<file path="config.mk">
export PLATFORM = sky130hd
export DESIGN_NAME = linear_layer_start_sync_fifo
export DESIGN_NICKNAME = d
export VERILOG_FILES = /design/src/rtl/linear_layer_start_sync_fifo_srl.sv /design/src/rtl/linear_layer_start_sync_fifo.sv
export SDC_FILE = /design/constraint.sdc
export NUM_CORES = 1
export LEC_CHECK = 0
export CORE_AREA = 2 2 39 41
export CTS_CLUSTER_SIZE = 8
export DETAILED_ROUTE_END_ITERATION = 8
export DIE_AREA = 0 0 41 43
export PLACE_DENSITY = 0.64
export REMOVE_ABC_BUFFERS = 1
export SETUP_SLACK_MARGIN = 0.3
export SLEW_MARGIN = 15
export SYNTH_ARGS = -nofsm -noshare
export SYNTH_HDL_FRONTEND = slang
export SYNTH_HIERARCHICAL = 1
export SYNTH_SLANG_ARGS = --single-unit
export TNS_END_PERCENT = 1
</file>
<file path="constraint.sdc">
create_clock -name clk -period 3.4 [get_ports clk]
set_input_delay 0.68 -clock clk [delete_from_list [all_inputs] [get_ports clk]]
set_output_delay 0.68 -clock clk [all_outputs]
set_load 0.1 [all_outputs]
</file>
<file path="src/rtl/linear_layer_start_sync_fifo_srl.sv">
// Shift-register token storage: newest entry at index 0, read port addressed combinationally.
// Contents are deliberately not reset; the controller's flags qualify dout.
module linear_layer_start_sync_fifo_srl #(
    parameter int unsigned DATA_WIDTH = 1,
    parameter int unsigned ADDR_WIDTH = 1
) (
    input  logic                  clk,
    input  logic                  we,
    input  logic [ADDR_WIDTH-1:0] addr,
    input  logic [DATA_WIDTH-1:0] din,
    output logic [DATA_WIDTH-1:0] dout
);

    localparam int unsigned SRL_DEPTH = 2 ** ADDR_WIDTH;

    logic [DATA_WIDTH-1:0] mem_q [SRL_DEPTH];
    logic [DATA_WIDTH-1:0] mem_d [SRL_DEPTH];

    // Shift older entries up one slot and load the new token at index 0.
    always_comb begin
        mem_d = mem_q;
        if (we) begin
            for (int i = SRL_DEPTH - 1; i > 0; i--) begin
                mem_d[i] = mem_q[i-1];
            end
            mem_d[0] = din;
        end
    end

    always_ff @(posedge clk) begin
        mem_q <= mem_d;
    end

    assign dout = mem_q[addr];

endmodule

</file>
<file path="src/rtl/linear_layer_start_sync_fifo.sv">
// Start-token FIFO controller: occupancy, registered full/empty handshakes and SRL addressing.
// Downstream ap_start is gated by if_empty_n, so consumers only start when a token is queued.
module linear_layer_start_sync_fifo #(
    parameter int unsigned DATA_WIDTH = 1,
    parameter int unsigned ADDR_WIDTH = 1,
    parameter int unsigned DEPTH      = 2
) (
    input  logic                  clk,
    input  logic                  reset,
    output logic                  if_full_n,
    input  logic                  if_write_ce,
    input  logic                  if_write,
    input  logic [DATA_WIDTH-1:0] if_din,
    output logic                  if_empty_n,
    input  logic                  if_read_ce,
    input  logic                  if_read,
    output logic [DATA_WIDTH-1:0] if_dout,
    output logic [ADDR_WIDTH:0]   if_num_data_valid,
    output logic [ADDR_WIDTH:0]   if_fifo_cap
);

    localparam int unsigned CNT_W = ADDR_WIDTH + 1;
    localparam logic [CNT_W-1:0] DEPTH_C = CNT_W'(DEPTH);
    localparam logic [CNT_W-1:0] ONE_C   = CNT_W'(1);

    logic [CNT_W-1:0]      count_q, count_d;
    logic                  full_n_q, full_n_d;
    logic                  empty_n_q, empty_n_d;
    logic                  push_c, pop_c;
    logic [ADDR_WIDTH-1:0] addr_c;

    // Requests are only honoured against the registered flags, so a full FIFO
    // refuses a write even when a pop happens in the same cycle.
    assign push_c = if_write & if_write_ce & full_n_q;
    assign pop_c  = if_read  & if_read_ce  & empty_n_q;

    always_comb begin
        addr_c = '0;
        if (count_q != '0) begin
            addr_c = ADDR_WIDTH'(count_q - ONE_C);
        end
    end

    always_comb begin
        count_d   = count_q;
        full_n_d  = full_n_q;
        empty_n_d = empty_n_q;
        if (push_c && !pop_c) begin
            count_d   = count_q + ONE_C;
            empty_n_d = 1'b1;
            full_n_d  = ((count_q + ONE_C) != DEPTH_C);
        end else if (pop_c && !push_c) begin
            count_d   = count_q - ONE_C;
            full_n_d  = 1'b1;
            empty_n_d = ((count_q - ONE_C) != '0);
        end
    end

    always_ff @(posedge clk or posedge reset) begin
        if (reset) begin
            count_q   <= '0;
            full_n_q  <= 1'b1;
            empty_n_q <= 1'b0;
        end else begin
            count_q   <= count_d;
            full_n_q  <= full_n_d;
            empty_n_q <= empty_n_d;
        end
    end

    linear_layer_start_sync_fifo_srl #(
        .DATA_WIDTH (DATA_WIDTH),
        .ADDR_WIDTH (ADDR_WIDTH)
    ) u_srl (
        .clk  (clk),
        .we   (push_c),
        .addr (addr_c),
        .din  (if_din),
        .dout (if_dout)
    );

    assign if_full_n         = full_n_q;
    assign if_empty_n        = empty_n_q;
    assign if_num_data_valid = count_q;
    assign if_fifo_cap       = DEPTH_C;

endmodule
</file>
* After elaboration in Yosys (flattened, before gate mapping)
Cells that the tools add are included.
Word-level totals: register bits after elaboration 6, bits of input ports 7, word-level logic and storage cells 31
Cells by class: add/sub/neg operators 2, $lt $le $gt $ge 1, eq/ne operators 1, mux-type cells 10, bitwise gates (word level) 5, reduce and logical (&&, ||, !) cells 7
Operators by type and width (number):
- 1-bit 2-to-1 mux | 8
- 2-bit nonzero test | 3
- 1-bit bitwise AND | 4
- 2-bit 2-to-1 mux | 2
- 2-bit by 1-bit adder with 2-bit output, second input constant | 1
- 2-bit >= comparator, second input constant | 1
- 1-bit logical AND | 2
- 1-bit zero test | 2
- 2-bit inequality test, second input constant | 1
- 1-bit inverter with 2-bit output | 1
- 2-bit by 1-bit subtractor with 2-bit output, second input constant | 1

* Logic depth before layout (Yosys ltp)
depth after elaboration 6, depth in mapped cells 4

* Hierarchy
Netlist, hierarchy kept.
By module, submodules not included:
- linear_layer_start_sync_fifo | instances 1, cells each 29, area each 270.3 sq um, seq. area each 101.3 sq um
- linear_layer_start_sync_fifo_srl | instances 1, cells each 3, area each 75.1 sq um, seq. area each 60.1 sq um

* Worst setup path after synthesis
Ideal clock, no wire load.
path type reg-to-output, start reg count_q[0] (netlist: if_num_data_valid[0]), end out if_dout, data arrival time 1718 ps, data required time 2720 ps, setup slack 1002 ps, stages on the path, launching flop included 4, path buffers 0, cells stage by stage dfrtp_1 -> inv_1 -> ha_1 -> mux2_4
On the way: word-level cells in the longest chain between the ends 6, elaborated cells on any way between the ends 7, those cells by class add/sub (1); mux (4); bitwise (1); reduce/logical (1)
Ends and longest elaborated chain:
- start, declared | line linear_layer_start_sync_fifo.sv:26 | logic [CNT_W-1:0] count_q, count_d;
- start signal, assigned | line linear_layer_start_sync_fifo.sv:65 | count_q <= count_d;
- 2-bit by 1-bit subtractor with 2-bit output / 2-bit nonzero test (equally long branches)
- 1-bit 2-to-1 mux * | line linear_layer_start_sync_fifo.sv:39 | if (count_q != '0) begin
- net addr_c | line linear_layer_start_sync_fifo.sv:30 | logic [ADDR_WIDTH-1:0] addr_c;
- 1-bit inverter with 2-bit output (not written as such) * | line linear_layer_start_sync_fifo_srl.sv:34 | assign dout = mem_q[addr];
- 1-bit 2-to-1 mux (not written as such) * (3 in a row) | line linear_layer_start_sync_fifo_srl.sv:34
- end, declared | line linear_layer_start_sync_fifo.sv:17 | output logic [DATA_WIDTH-1:0] if_dout,
The timed path passes the listed nets; every way through them passes the cells marked *. The select of a mux whose other input is x is not followed.

* Worst setup path in the final report
Ends and elaborated chain as after synthesis.

==> impl_metrics.ini <==
[timing]
setup_viol = 0
finalHoldViolCount = 0
rsz0062_at_grt = false
max_freq_mhz = 470
period_needed_ns = 2.13
final.setup.tns_ns = 0
skew_ns = 0.0131
slew_viol_final = 0
post-route-period-util_pct = 62.6

[run]
drv_cap = 0

[detailed_routing]
route.detailed.drc = 0
wl_per_cell_um = 8.69
first_pass_iters = 1
vias = 235
viasPerCell = 3.85
routed_wl_um = 530
ant_nets = 0
dr.first_iter.drc_count = 0

[clock_network]
postCtsSetupBuffers = 0
clk_pin_slew_worst_paths_ns = 0.05
clk_path_buf_depth = 2
cts-root-buf = clkbuf_4
cts_buffers = 3
cts.sinks = 6
postCtsHoldBufs = 0
cts_tree = done
clk_latency_ns = 0.25
cts.htree.levels = 1
ctsResizeCount = 0

[critical_path]
cp_max_fo = 5
worstPathCellList = inv_1 -> ha_1 -> mux2_4 -> buf_4
endpoint_kind = primary output
arrival_ns = 1.45
required_ns = 2.72
crit_family = flip-flops
regToRegSetupSlack_ns = 1.89
reg2reg_from = if_full_n
startpoint = if_num_data_valid[0]
critical_path_class = flip-flop to primary output
max_stage_delay_ns = 0.41
cp-start-kind = flip-flop
path_buf_inv = 2
critical-path-slowest-cell = dfrtp_1

[global_routing]
grtUsageTotal_pct = 7.29
grt_overflow = 0
grt_max_degree = 8
first_global_vias = 215
antenna_found_initial = 0
grt_pass1_wl_um = 821

[synthesis]
synthCells = 32
synth.top_cell.area_share_pct = 21.7
ys_seq_area_share_pct = 46.7
synth_top_cell_by_area = dfrtp_1
synth_cell_type_count = 19
ys_ff_latch = 6
ys_top_cells_by_area = dfrtp_1 22%, edfxtp_1 17%, ha_1 14%
synth_warnings = 6
avgSynthCellArea_um2 = 10.8
syn_area_um2 = 345

[floorplanning]
die_w_um = 41
core_area_um2 = 1380
die-area_um2 = 1760
start_util_pct = 25.0
die_y_um = 43
io_pins = 14
rows = 14

[layout]
fin_cells = 61
final_net_count = 57
fin_util_pct = 34.3
layout-drive-gt1-share_pct = 26.7
area_delta_synth_final_pct = 37.3
fin_area_um2 = 474
insertedDiodeCount = 0

[placed_design]
dp_hpwl_um = 407
port_buffers = 11
dp.cells = 57
gp_congestion = 0.773
place_area_um2 = 448

[outcome]
status = completed

[hold_path]
hold_path_startpoint = u_srl/mem_q[1]
hp-class = flip-flop to flip-flop
==> synth_stat cells <==
cell	number
o21ai_2	1
mux2_2	1
nor3b_1	1
ha_1	4
conb_1	2
edfxtp_1	2
inv_1	4
nand2_1	3
dfrtp_1	3
or2_1	1
dfstp_2	1
xnor2_1	1
o21ai_0	1
a21oi_1	1
nor2b_1	1
and3_1	1
mux2_4	1
nand3_1	1
buf_4	2
==> worst paths after layout <==
kind,endpoint,depth (start not counted)
setup / recovery,if_dout,4
hold / removal,u_srl/mem_q[0],0
setup reg to reg,if_num_data_valid[0],4
hold reg to reg,u_srl/mem_q[0],0
max in group asynchronous,if_full_n,2
min in group asynchronous,if_num_data_valid[1],2
==> per-layer routing <==
layer  routed length [um]  global-route usage [%]
met2                  207                    9.69
met4                    0                       0
met3                   59                    7.85
met1                  263                    8.61
met5                    0                       0
==> cells in the final DEF, fill, tap and decap left out, types with 2 or more instances in the layout <==
master,count
clkdlybuf4s50_1,6
buf_4,5
inv_1,4
ha_1,4
nand2_1,3
clkbuf_4,3
dfrtp_1,3
conb_1,2
edfxtp_1,2
==> metrics by stage <==
step,hold WS (ns),setup slack (ns)
detailed placement,0.445,1.25
global route,0.464,1.20
finish,0.434,1.27
floorplan,0.427,1.00
global placement,0.442,1.27
CTS,0.441,1.25
==> registers in the layout, summed over array words and instances, names as in the netlist <==
signal / count
if_full_n: 1
if_num_data_valid: 2
if_empty_n: 1
u_srl/mem_q: 2
==> kinds of logic after synthesis <==
| family | share of synthesized area [%] |
|---|---|
| adders and majority gates | 14.5 |
| buffers and inverters | 8.69 |
| xor gates and xnor gates | 2.54 |
| other | 2.17 |
| DFF | 46.7 |
| and+or+nand+nor | 12.3 |
| AOI/OAI and AO/OA | 5.43 |
| muxes | 7.61 |
==> worst register-to-register path, delay by kind of cell (launching register included) <==
kind                       cells  cell delay, ns
DFF                            1            0.53
and+or+nand+nor                2            0.50
adders and majority gates      1            0.33
AOI/OAI and AO/OA              1            0.10
==> final cells by class <==
| class | count | area (um2) |
|---|---|---|
| Multi-Input combinational cell | 20 | 154 |
| Sequential cell | 6 | 161 |
| Timing Repair Buffer | 11 | 97.6 |
| Fill cell | 143 | 910 |
| Inverter | 4 | 15.0 |
| Tap cell | 16 | 20.0 |
| Clock buffer | 4 | 26.3 |
Power is not shown: default switching activity piles up to over one toggle a cycle in this logic, so the estimate is an artifact.
